--- src/rtl/alu_reg32_if.sv ---
// rtl/alu_reg32_if.sv - operand/result bundle for the registered ALU
// Purpose: groups the ALU request (i_valid, a, b, control) and the registered
// response (o_valid, result, overflow, zero, equal) into one interface.
// Ports (signals):
//   i_valid  operands/control valid this cycle
//   a, b     operands (b[4:0] is the shift amount)
//   control  4-bit operation code
//   o_valid  registered outputs belong to a valid sampled operation
//   result   operation result
//   overflow signed overflow of ADD/SUB
//   zero     result == 0
//   equal    a == b
// Modports: master drives the request, slave (the ALU) drives the response.
interface alu_reg32_if #(
  parameter int N = 32
);
  logic         i_valid;
  logic [N-1:0] a;
  logic [N-1:0] b;
  logic [3:0]   control;
  logic         o_valid;
  logic [N-1:0] result;
  logic         overflow;
  logic         zero;
  logic         equal;

  modport master (
    output i_valid, a, b, control,
    input  o_valid, result, overflow, zero, equal
  );

  modport slave (
    input  i_valid, a, b, control,
    output o_valid, result, overflow, zero, equal
  );
endinterface

--- src/rtl/alu_reg32.sv ---
// rtl/alu_reg32.sv - registered 32-bit integer ALU with result flags
// Purpose: one-cycle-latency ALU for an RV32I-style datapath. One shared
// adder serves ADD/SUB/SLT/SLTU; one right barrel shifter serves all three
// shifts (SLL runs through it bit-reversed).
// Ports:
//   clk    system clock, rising edge
//   rst_n  synchronous active-low reset
//   bus    alu_reg32_if.slave (i_valid, a, b, control in; o_valid, result,
//          overflow, zero, equal out)
// Build option: ALU_OVERFLOW_EN - when defined the overflow output reports
// signed ADD/SUB overflow; when undefined it is tied to 0.
module alu_reg32 #(
  parameter int N = 32
) (
  input  logic         clk,
  input  logic         rst_n,
  alu_reg32_if.slave   bus
);

  typedef enum logic [3:0] {
    ALU_AND  = 4'b0001,
    ALU_OR   = 4'b0010,
    ALU_XOR  = 4'b0011,
    ALU_SLL  = 4'b0101,
    ALU_SRL  = 4'b0110,
    ALU_SRA  = 4'b0111,
    ALU_ADD  = 4'b1000,
    ALU_SUB  = 4'b1100,
    ALU_SLT  = 4'b1101,
    ALU_SLTU = 4'b1111
  } alu_control_t;

  function automatic logic [N-1:0] bit_rev(input logic [N-1:0] x);
    logic [N-1:0] y;
    for (int i = 0; i < N; i++) y[i] = x[N-1-i];
    return y;
  endfunction

  alu_control_t op;
  assign op = alu_control_t'(bus.control);

  // Shared adder: compares are subtractions, so b is inverted with carry-in 1.
  logic         sub_op;
  logic [N-1:0] b_op;
  logic [N:0]   add_full;
  logic [N-1:0] sum;
  logic         carry;
  logic         ovf_int;
  logic         lt_s;
  logic         lt_u;

  assign sub_op   = (op == ALU_SUB) || (op == ALU_SLT) || (op == ALU_SLTU);
  assign b_op     = sub_op ? ~bus.b : bus.b;
  assign add_full = {1'b0, bus.a} + {1'b0, b_op} + {{N{1'b0}}, sub_op};
  assign sum      = add_full[N-1:0];
  assign carry    = add_full[N];
  // Same-sign addends producing a different-sign sum; with b_op this covers SUB.
  assign ovf_int  = (bus.a[N-1] == b_op[N-1]) && (sum[N-1] != bus.a[N-1]);
  // Signed less-than must survive overflow, hence the XOR with ovf_int.
  assign lt_s     = sum[N-1] ^ ovf_int;
  // No carry out of a + ~b + 1 means a borrow, i.e. a < b unsigned.
  assign lt_u     = ~carry;

  // Right barrel shifter; SLL reverses the operand in and the result out.
  logic [4:0]   shamt;
  logic         fill;
  logic [N-1:0] sh0, sh1, sh2, sh3, sh4, sh5;

  assign shamt = bus.b[4:0];
  assign fill  = (op == ALU_SRA) & bus.a[N-1];
  assign sh0   = (op == ALU_SLL) ? bit_rev(bus.a) : bus.a;
  assign sh1   = shamt[0] ? {{1{fill}},  sh0[N-1:1]}  : sh0;
  assign sh2   = shamt[1] ? {{2{fill}},  sh1[N-1:2]}  : sh1;
  assign sh3   = shamt[2] ? {{4{fill}},  sh2[N-1:4]}  : sh2;
  assign sh4   = shamt[3] ? {{8{fill}},  sh3[N-1:8]}  : sh3;
  assign sh5   = shamt[4] ? {{16{fill}}, sh4[N-1:16]} : sh4;

  logic [N-1:0] result_d;
  logic         zero_d;
  logic         equal_d;

  always_comb begin
    result_d = '0;
    case (op)
      ALU_AND:  result_d = bus.a & bus.b;
      ALU_OR:   result_d = bus.a | bus.b;
      ALU_XOR:  result_d = bus.a ^ bus.b;
      ALU_SLL:  result_d = bit_rev(sh5);
      ALU_SRL:  result_d = sh5;
      ALU_SRA:  result_d = sh5;
      ALU_ADD:  result_d = sum;
      ALU_SUB:  result_d = sum;
      ALU_SLT:  result_d = {{(N-1){1'b0}}, lt_s};
      ALU_SLTU: result_d = {{(N-1){1'b0}}, lt_u};
      default:  result_d = '0;
    endcase
  end

  assign zero_d  = (result_d == '0);
  assign equal_d = (bus.a == bus.b);

  logic         o_valid_q;
  logic [N-1:0] result_q;
  logic         zero_q;
  logic         equal_q;

  always_ff @(posedge clk) begin
    if (!rst_n) begin
      o_valid_q <= 1'b0;
      result_q  <= '0;
      zero_q    <= 1'b0;
      equal_q   <= 1'b0;
    end else begin
      o_valid_q <= bus.i_valid;
      if (bus.i_valid) begin
        result_q <= result_d;
        zero_q   <= zero_d;
        equal_q  <= equal_d;
      end
    end
  end

`ifdef ALU_OVERFLOW_EN
  logic overflow_d;
  logic overflow_q;

  assign overflow_d = ((op == ALU_ADD) || (op == ALU_SUB)) && ovf_int;

  always_ff @(posedge clk) begin
    if (!rst_n) begin
      overflow_q <= 1'b0;
    end else if (bus.i_valid) begin
      overflow_q <= overflow_d;
    end
  end

  assign bus.overflow = overflow_q;
`else
  assign bus.overflow = 1'b0;
`endif

  assign bus.o_valid = o_valid_q;
  assign bus.result  = result_q;
  assign bus.zero    = zero_q;
  assign bus.equal   = equal_q;

endmodule

--- src/flat_wrapper.sv ---
// flat-port wrapper written by rule: the top's interface ports become plain ports
module alu_reg32_flat 
#(
  parameter int N = 32
)
  (clk, rst_n, bus_i_valid, bus_a, bus_b, bus_control, bus_o_valid, bus_result, bus_overflow, bus_zero, bus_equal);
  alu_reg32_if #(.N(N)) bus_i ();
  input  logic clk;
  input  logic rst_n;
  input wire logic [$bits(bus_i.i_valid)-1:0] bus_i_valid;
  input wire logic [$bits(bus_i.a)-1:0] bus_a;
  input wire logic [$bits(bus_i.b)-1:0] bus_b;
  input wire logic [$bits(bus_i.control)-1:0] bus_control;
  output wire logic [$bits(bus_i.o_valid)-1:0] bus_o_valid;
  output wire logic [$bits(bus_i.result)-1:0] bus_result;
  output wire logic [$bits(bus_i.overflow)-1:0] bus_overflow;
  output wire logic [$bits(bus_i.zero)-1:0] bus_zero;
  output wire logic [$bits(bus_i.equal)-1:0] bus_equal;
  assign bus_i.i_valid = bus_i_valid;
  assign bus_i.a = bus_a;
  assign bus_i.b = bus_b;
  assign bus_i.control = bus_control;
  assign bus_o_valid = bus_i.o_valid;
  assign bus_result = bus_i.result;
  assign bus_overflow = bus_i.overflow;
  assign bus_zero = bus_i.zero;
  assign bus_equal = bus_i.equal;
  alu_reg32 #(.N(N)) u_core (.clk(clk), .rst_n(rst_n), .bus(bus_i));
endmodule
--- config.mk ---
export PLATFORM = sky130hd
export DESIGN_NAME = alu_reg32_flat
export DESIGN_NICKNAME = d
export VERILOG_FILES = /design/src/rtl/alu_reg32_if.sv /design/src/rtl/alu_reg32.sv /design/src/flat_wrapper.sv
export SDC_FILE = /design/constraint.sdc
export NUM_CORES = 1
export LEC_CHECK = 0
export ABC_AREA = 1
export CAP_MARGIN = 20
export CORE_MARGIN = 2
export CORE_UTILIZATION = 30
export DETAILED_ROUTE_END_ITERATION = 6
export GPL_TIMING_DRIVEN = 0
export PLACE_DENSITY = 0.55
export SYNTH_ARGS = -nofsm -noshare
export SYNTH_HDL_FRONTEND = slang
export SYNTH_SLANG_ARGS = --single-unit
--- constraint.sdc ---
create_clock -name clk -period 3.6 [get_ports clk]
set_input_delay 0.72 -clock clk [delete_from_list [all_inputs] [get_ports clk]]
set_output_delay 0.72 -clock clk [all_outputs]
set_load 0.02 [all_outputs]
==> results of run 1 <==
## report_power, final
group | switching [mW] | leakage (nW) | internal [mW]
clock network | 0.162 | 0.0669 | 0.255
logic | 1.23 | 5.26 | 0.755
registers | 0.0161 | 0.289 | 0.416
## final cells by class
class                      count  share of cell area
buffer                        71              0.0370
clock buffer                   6              0.0111
clock inverter                 2             0.00108
inverter                     161              0.0541
multi-input combinational   1218               0.666
sequential                    35              0.0603
tap                          341              0.0367
timing repair buffer         163               0.134
## worst paths after layout
check	startpoint	end	cells after the start
max	bus_a[22]	u_core.bus.zero	18
min	u_core.bus.equal	u_core.bus.equal	2
max reg2reg	u_core.bus.result[19]	u_core.bus.result[19]	4
min reg2reg	u_core.bus.equal	u_core.bus.equal	2
## placed cells by master, fill, tap and decap left out, types with 9 or more instances in the layout
cell | netlist | routed
nand2_2 | 15 | 46
clkbuf_1 | 32 | 31
buf_2 | 23 | 21
buf_4 | 7 | 64
nor2_2 | 5 | 34
dfxtp_1 | 35 | 35
nand3_1 | 346 | 329
o211ai_1 | 15 | 15
xor2_1 | 32 | 19
xor2_2 | 0 | 10
a221oi_1 | 23 | 21
inv_2 | 1 | 17
ha_1 | 97 | 78
ha_4 | 0 | 12
o21ai_2 | 1 | 10
buf_6 | 3 | 9
inv_1 | 155 | 137
nand2_4 | 1 | 9
nor2_1 | 141 | 100
o21ai_1 | 2 | 12
a21oi_2 | 1 | 9
o21ai_0 | 64 | 41
dlymetal6s2s_1 | 0 | 17
nand2_1 | 350 | 310
clkdlybuf4s50_1 | 0 | 77
nand3_2 | 4 | 19
a21oi_1 | 58 | 42
nor2_4 | 1 | 13
## cells by family (layout without fill, tap and decap cells)
group / after synthesis / in the layout / synth area share
compound gates: 188 / 188 / 0.135
simple gates: 898 / 898 / 0.481
fa+ha+maj: 98 / 98 / 0.149
other cells: 1 / 1 / 0.000453
buf+inv: 232 / 403 / 0.115
xor+xnor: 33 / 33 / 0.0349
flops: 35 / 35 / 0.0847
## routing by layer
metal,global-route usage,routed length (µm),vias up
met5,0,0,-
met4,0.0925,1590,0
met3,0.0335,3770,87
met2,0.448,18800,579
met1,0.392,18400,5282
li1,-,-,5316
## cell usage after synthesis, drive strengths merged
cell | instances | area [µm²]
nand4 | 7 | 43.8
fa | 1 | 20.0
a21oi | 59 | 299
nand2 | 366 | 1420
o21a | 3 | 22.5
dfxtp | 35 | 701
o21bai | 4 | 30.0
nor4 | 10 | 62.6
conb | 1 | 3.75
nor2 | 147 | 572
clkbuf | 32 | 120
ha | 97 | 1210
o21ai | 67 | 339
a31oi | 8 | 50.1
nand3b | 5 | 37.5
clkinv | 5 | 18.8
o211ai | 15 | 113
nand3 | 350 | 1770
o22ai | 2 | 12.5
a211oi | 1 | 7.51
a21boi | 2 | 15.0
or2 | 5 | 31.3
xor2 | 32 | 280
nor3 | 8 | 40.0
a21o | 4 | 30.0
xnor2 | 1 | 8.76
buf | 39 | 224
inv | 156 | 586
a221oi | 23 | 201
## critical path: cells and delay by family
| kind | cells | cell delay (ps) |
|---|---|---|
| buffers and inverters | 3 | 1010 |
| and+or+nand+nor | 8 | 800 |
| adders and majority gates | 1 | 380 |
| AOI/OAI and AO/OA | 6 | 820 |
## registers in the layout, indices dropped and copies added (netlist names)
| register | flops |
|---|---|
| u_core.bus.equal | 1 |
| u_core.bus.result | 32 |
| u_core.bus.o_valid | 1 |
| u_core.bus.zero | 1 |
## timing repair
item / 4_1_cts / 5_1_grt
setup buffers: 16 / 40
hold buffers: 0 / 0
pin swaps: 21 / 81
setup endpoints to repair: 33 / 4
cloned: 0 / 3
resized for setup: 144 / 241
## stage by stage
stage               cells  power [mW]  worst slack [ps]
finish               1997        2.84              94.8
global route         1997        3.01             -68.4
CTS                  1954        2.46              4.32
detailed placement   1930        1.92             -1540
global placement     1930        1.92             -1530
floorplan            1485        1.38              63.8
==> results.toml, run 1 <==
[die]
die_h_um = 170
ios = 107
die_x_um = 170
initial_core_util = 0.306
die-area_mm2 = 0.0289
rows = 60
core_mm2 = 0.0270

[synthesis]
synthDistinctLibCells = 42
synth_warnings = 0
avgSynthCellArea_um2 = 5.57
netlist_instances = 1485
synth_seq_cells = 35
synth.net_count = 1654
syn-cell-area_mm2 = 0.00827
ys_seq_area_frac = 0.0847

[drt]
wl_per_cell_um = 21.3
vias = 11300
drt_pre_antenna_iters = 7
post-route-drc-count = 0
finalWirelength_um = 42500
drt_first_iter_violations = 1300
ant_nets = 0
vias_per_cell = 5.64

[global_routing]
antenna_found_initial = 0
globalRouteOverflowTotal = 0
grt_pass1_wl_um = 61800
grt_pass1_vias = 10400
grt_util_all_layers = 0.281
grt_max_degree = 12

[clock_tree]
path_clk_slew_ps = 60
cts.sinks = 35
cts-root-buf = "clkbuf_16"
cts_tree = "yes"
cts_buffers = 5
clk_path_buf_depth = 2
cts_max_level = 2
clkLatencyLatePin_ps = 280

[timing]
worst_pin_slew_ps = 820
clock.fmax_ghz = 0.285
period_needed_ps = 3510
finClkSkew_ps = 0
slew_headroom = 0.451
fin_tns_setup_ps = 0
period_share = 0.974
holdWs_ps = 470
final-hold-violation-count = 0
slew_violations = 0
setup_viol = 0

[setup_path]
critPathKind = "input pin to flip-flop"
cp.required_ps = 3820
worst_setup_path_start_kind = "input pin"
critPathCaptureType = "flip-flop"
cpPeakStageDelay_ps = 770
crit_top_cell = "nand2_1"
cp_max_fo = 5
slowest_stage = "clkdlybuf4s50_1"
r2r_setup_slack_ps = 2930
path_cells = "clkdlybuf4s50_1, ha_1, buf_4, inv_1, o21bai_2, a21oi_2, o21ai_0, a21oi_1, nand2_2, o21ai_2, nand2_1, nor2_2, nand2_1, nor2_1, nand2_1, nor2_2, nand2_1, a21oi_2"
crit_arrival_ps = 3720

[run]
drv_cap = 0

[place]
place_area_mm2 = 0.00974
io_buffers = 104
hpwl_um = 33900
place_congestion = 0.998

[finish]
multi_input_area_mm2 = 0.00774
drive_above_1_share = 0.208
final_cell_area_mm2 = 0.0116
antenna_cells_inserted = 0
seqCellArea_um2 = 701
post-route-util = 0.430
fillers = 2909
syn_to_final_growth_pct = 40.5
nets = 1824

[power]
vdd_ir_drop_max_v = 0.000183
leakagePower_nw = 5.62
power_density_mw_per_mm2 = 244

[hold_path]
hold_path.class = "flip-flop to flip-flop"

[status]
status = "finished, final reports clean"
No activity file was read; power rests on OpenSTA's default activity.
==> inputs of run 2 (changes only) <==
--- a/config.mk
+++ b/config.mk
@@ -11,7 +11,8 @@
 export CORE_UTILIZATION = 30
 export DETAILED_ROUTE_END_ITERATION = 6
 export GPL_TIMING_DRIVEN = 0
-export PLACE_DENSITY = 0.55
+export HOLD_SLACK_MARGIN = 0.15
+export SLEW_MARGIN = 20
 export SYNTH_ARGS = -nofsm -noshare
 export SYNTH_HDL_FRONTEND = slang
 export SYNTH_SLANG_ARGS = --single-unit
==> run 2 against run 1 <==
Effect of this change:
- utilization shrank 1.6 points
- non-clock buffer count shrank 22
- setup slack gained 17 ps
- global-route usage grew 0.63 points
- clock power grew 21%
- cell count shrank 1.1%
- sequential power is essentially flat
- routed wire length grew 1.4%
- flip-flop and latch count is the same
- clock skew is the same
- register-to-register slack is essentially flat
- combinational power shrank 7%
- critical path type unchanged
- critical endpoint unchanged
==> results.toml, run 2 (same netlist as run 1, synthesis figures left out) <==
[timing]
finClkSkew_ps = 0
clock.fmax_ghz = 0.287
slew_violations = 0
worst_pin_slew_ps = 804
holdWs_ps = 468
final-hold-violation-count = 0
setup_viol = 0
period_share = 0.969
fin_tns_setup_ps = 0
slew_headroom = 0.464
period_needed_ps = 3490

[power]
comb_power_share = 0.665
power_frac_clock = 0.181
vdd_ir_drop_max_v = 0.000190
swShare = 0.489
leakagePower_nw = 5.47
p_int_mw = 1.43
p_seq_frac = 0.154
p_switching_mw = 1.37
power_density_mw_per_mm2 = 250

[die]
die-area_mm2 = 0.0289
rows = 60
core_mm2 = 0.0270
die_h_um = 170
ios = 107
initial_core_util = 0.306
die_x_um = 170

[finish]
final_cell_area_mm2 = 0.0112
seqCellArea_um2 = 701
drive_above_1_share = 0.170
multi_input_area_mm2 = 0.00742
antenna_cells_inserted = 0
syn_to_final_growth_pct = 35.2
nets = 1802
fillers = 3006
final_common_cell = "nand3_1"
post-route-util = 0.414
final_cell_mix = "nand3_1 (331), nand2_1 (320), inv_1 (142)"
largest_register_ffs = 32

[setup_path]
worst_setup_path_start_kind = "input pin"
crit_arrival_ps = 3710
cp_max_fo = 10
r2r_setup_slack_ps = 2920
r2r_cells = 2
rr_endpoint = "u_core.bus.result[22]"
worstReg2RegStart = "u_core.bus.result[22]"
cp.required_ps = 3820
critPathKind = "input pin to flip-flop"
slowest_stage = "ha_1"
critPathCaptureType = "flip-flop"
crit_top_cell = "nand2_1"
cpPeakStageDelay_ps = 360
path_cells = "buf_2, buf_6, inv_8, buf_8, xor2_1, ha_1, nand2_2, nor2_1, nand2_1, nand2_1, nand2_1, nand2_2, a21oi_1, o21ai_1, nand2_1, inv_1, nand2_1, nor2_2, nand2_1, nor2_1, nand2_1, nor2_2, nand2_1, a21oi_2"

[global_routing]
grt_util_all_layers = 0.287
busiest_layer = "met2"
antenna_found_initial = 0
grt_pass1_wl_um = 62400
grt_max_degree = 14
globalRouteOverflowTotal = 0
grt_util_met1 = 0.393
grt_pass1_vias = 10200
met2_usage = 0.461
grtUsageMet3 = 0.0328

[drt]
ant_nets = 0
post-route-drc-count = 0
wl_per_cell_um = 21.8
vias_per_cell = 5.57
drt_first_iter_violations = 1059
vias = 11000
drt_pre_antenna_iters = 5
finalWirelength_um = 43100

[place]
place_area_mm2 = 0.00974
hpwl_um = 35200
place_congestion = 1.02
io_buffers = 104

[clock_tree]
cts_max_level = 2
cts.sinks = 35
cts-root-buf = "clkbuf_16"
ctsHoldBuffers = 0
path_clk_slew_ps = 60
cts_buffers = 5
cts_tree = "yes"
clkLatencyLatePin_ps = 280
clk_path_buf_depth = 2

[hold_path]
hold_path.class = "flip-flop to flip-flop"
hold_start = "u_core.bus.zero"
hold-path-cell-count = 2
min_to = "u_core.bus.zero"

[run]
drv_cap = 0

[status]
status = "finished, final reports clean"
-- run 2: cell types whose count changed in the layout (fill, tap and decap cells not counted), sizes merged --
cell | previous run | this run
dlymetal6s2s | 17 | 18
bufinv | 0 | 1
buf | 101 | 84
dlygate4sd2 | 2 | 3
clkinvlp | 1 | 0
clkdlybuf4s50 | 77 | 75
clkbuf | 43 | 37
inv | 158 | 159
-- run 2: layout make-up --
type,count,share of cell area
multi-input combinational,1218,0.663
clock buffer,5,0.0112
tap,341,0.0382
clock inverter,3,0.00425
sequential,35,0.0627
buffer,70,0.0376
timing repair buffer,142,0.125
inverter,161,0.0574
-- run 2: power by group through the flow --
stage               combinational [mW]  clock [mW]  sequential (mW)
finish                            1.86       0.506            0.431
global route                      2.00       0.533            0.434
detailed placement                1.51           0            0.440
floorplan                        0.908           0            0.470
CTS                               1.64       0.509            0.432
global placement                  1.51           0            0.440
-- run 2: worst max-delay path by stage --
stage,start,end,slack [ps],cells past startpoint
4_1_cts,bus_control[3],u_core.bus.zero,1,27
6_report,bus_b[4],u_core.bus.zero,110,24
2_1_floorplan,bus_control[0],u_core.bus.zero,60,22
3_5_place_dp,bus_control[3],u_core.bus.zero,-1600,23
3_3_place_gp,bus_control[3],u_core.bus.zero,-1620,23
5_1_grt,bus_b[5],u_core.bus.zero,-50,22
-- run 2: per-layer routing --
| layer | vias up | part of all wire | wire length, µm |
|---|---|---|---|
| met5 | - | 0 | 0 |
| met4 | 0 | 0.038 | 1620 |
| met3 | 80 | 0.081 | 3480 |
| met2 | 489 | 0.45 | 19500 |
| met1 | 5148 | 0.43 | 18600 |
| li1 | 5281 | - | - |
-- run 2: stage by stage --
stage               std cells  worst slack [ps]  power, mW
floorplan                1485              63.8       1.38
global placement         1930             -1620       1.95
detailed placement       1930             -1600       1.95
CTS                      1956              1.14       2.58
global route             1975             -46.6       2.97
finish                   1975               112       2.80
-- run 2: what timing repair did --
action / CTS / global route
gates cloned: 1 / 0
endpoints found under the setup margin: 33 / 2
gates resized for setup: 145 / 183
setup buffers: 17 / 20
pin swaps: 18 / 62
-- run 2: critical path, delay by kind of cell --
family	cells	cell delay, ps
AO/OA/AOI/OAI	3	310
XOR/XNOR	1	160
adder cells (fa/ha/maj)	1	360
buffers and inverters	5	660
AND/OR/NAND/NOR	14	1470
==> inputs of run 3 (changes only) <==
--- a/config.mk
+++ b/config.mk
@@ -12,6 +12,8 @@
 export DETAILED_ROUTE_END_ITERATION = 6
 export GPL_TIMING_DRIVEN = 0
 export HOLD_SLACK_MARGIN = 0.15
+export MAX_ROUTING_LAYER = met4
+export RECOVER_POWER = 50
 export SLEW_MARGIN = 20
 export SYNTH_ARGS = -nofsm -noshare
 export SYNTH_HDL_FRONTEND = slang
==> run 3 against run 2 <==
Effect of this change:
- global-route usage grew 1.1 points
- largest power group unchanged
- clock skew stayed put
- critical path type unchanged
- maximum frequency is 0.22% lower
- clock power fell by 4.3%
==> results.toml, run 3 (same netlist as run 1, synthesis figures left out) <==
[status]
status = "finished, final reports clean"

[setup_path]
setup.worst_path.start = "bus_control[1]"
worstReg2RegStart = "u_core.bus.result[3]"
crit_top_cell = "nand2_1"
critPathCaptureType = "flip-flop"
cp.required_ps = 3820
cp_max_fo = 10
crit_arrival_ps = 3710
r2r_setup_slack_ps = 2930
cpPeakStageDelay_ps = 590
worst_setup_path_start_kind = "input pin"
r2r_cells = 2
critPathKind = "input pin to flip-flop"
slowest_stage = "clkbuf_1"
path_cells = "buf_2, nand2_4, buf_4, nor3_1, inv_1, clkbuf_1, o22ai_1, a221oi_1, nand2_1, nor2_1, nand2_1, nor2_1, nand2_1, nor2_2, nand2_1, a21oi_2"
cp-endpoint = "u_core.bus.zero"
rr_endpoint = "u_core.bus.result[3]"

[timing]
worst_pin_slew_ps = 748
final-hold-violation-count = 0
holdWs_ps = 472
clock.fmax_ghz = 0.286
finClkSkew_ps = 0
rsz0062_at_grt = "true"
period_share = 0.971
slew_headroom = 0.502
slew_violations = 0
setup_viol = 0
period_needed_ps = 3500

[finish]
drive_above_1_share = 0.153
largest_register_ffs = 32
antenna_cells_inserted = 0
nets = 1798
syn_to_final_growth_pct = 32.6
final_common_cell = "nand3_1"
final_cell_area_mm2 = 0.0110
final_cell_mix = "nand3_1 (339), nand2_1 (327), inv_1 (148)"

[drt]
vias_per_cell = 5.67
dr_wl_met2_um = 19700
drt_first_iter_violations = 1147
finalWirelength_um = 43600
vias = 11200
wl_per_cell_um = 22.1
drt_pre_antenna_iters = 6
ant_nets = 0
route.met3.wl_um = 3390
post-route-drc-count = 0
routed.top_layer = "met4"
wl_met1_um = 19100

[hold_path]
hold_path.class = "flip-flop to flip-flop"

[clock_tree]
clk_path_buf_depth = 2
cts_max_level = 2
cts_tree = "yes"
cts_buffers = 5
path_clk_slew_ps = 60
clkLatencyLatePin_ps = 280
cts.sinks = 35
cts-root-buf = "clkbuf_16"
ctsHoldBuffers = 0

[global_routing]
globalRouteOverflowTotal = 0
grt_util_all_layers = 0.298
antenna_found_initial = 0
grt_max_degree = 19
grt_pass1_wl_um = 62800
grt_pass1_vias = 10200

[power]
p_seq_frac = 0.158
power_density_mw_per_mm2 = 248
p_total_mw = 2.72
leakagePower_nw = 5.39
vdd_ir_drop_max_v = 0.000215
p_int_mw = 1.39
power_frac_clock = 0.178
p_switching_mw = 1.33
swShare = 0.489
comb_power_share = 0.664

[die]
die-area_mm2 = 0.0289
die_x_um = 170
core_mm2 = 0.0270
die_h_um = 170
rows = 60
initial_core_util = 0.306
ios = 107

[place]
place_area_mm2 = 0.00974
hpwl_um = 35700
place_congestion = 1.01
io_buffers = 104

[run]
drv_cap = 0
## run 3: cell count changes in the layout (fill, tap and decap cells not counted), moves of 4 or more
cell	delta
dlygate4sd3_1	+33
clkdlybuf4s50_1	-24
dlymetal6s2s_1	-10
nand3_1	+8
nand2_1	+7
inv_1	+6
nand3_2	-6
nand2_4	-5
ha_1	+4
inv_2	-4
nor2_1	+4
## run 3: worst min-delay path by stage
stage,from,end,cells past startpoint
floorplan,u_core.bus.equal,u_core.bus.equal,2
global placement,u_core.bus.equal,u_core.bus.equal,2
detailed placement,u_core.bus.equal,u_core.bus.equal,2
CTS,u_core.bus.equal,u_core.bus.equal,2
global route,u_core.bus.equal,u_core.bus.equal,2
finish,u_core.bus.equal,u_core.bus.equal,2
## run 3: critical path, delay by kind of cell
| family | cells | cell delay (ps) |
|---|---|---|
| buf+inv | 4 | 1040 |
| compound gates | 3 | 840 |
| simple gates | 9 | 1090 |
## run 3: timing repair
action                     4_1_cts  5_1_grt
gates cloned                     1        1
buffers inserted                15       19
gates resized for setup        113      146
pin swaps                       15       41
setup endpoints to repair       34        2
## run 3: layer usage
layer,vias to the layer above,global-route usage
met4,0,0.0844
li1,5271,-
met2,524,0.478
met3,81,0.0198
met1,5300,0.405
met5,-,-
## run 3: through the flow
step / worst slack (ps) / TNS, ps / utilization / instances
detailed placement: -1540 / -32130 / 0.360 / 1930
CTS: 6.14 / 0 / 0.379 / 1950
floorplan: 63.8 / 0 / - / 1485
finish: 104 / 0 / 0.406 / 1970
global route: -40.6 / -40.6 / 0.406 / 1970
global placement: -1560 / -32850 / 0.360 / 1930
## run 3: cell type report
class                           instances  area (µm²)
Inverter                              161         634
Multi-Input combinational cell       1218        7310
Buffer                                 68         395
Clock inverter                          2        37.5
Clock buffer                            5         125
Tap cell                              341         427
Timing Repair Buffer                  140        1350
Sequential cell                        35         701
Fill cell                            2970       16100
## run 3: power by group through the flow
stage	clock network [mW]	logic [mW]	registers, mW
after global placement	0	1.51	0.440
after CTS	0.488	1.60	0.432
final	0.484	1.81	0.431
after floorplan	0	0.908	0.470
after global routing	0.507	1.95	0.434
after detailed placement	0	1.51	0.440
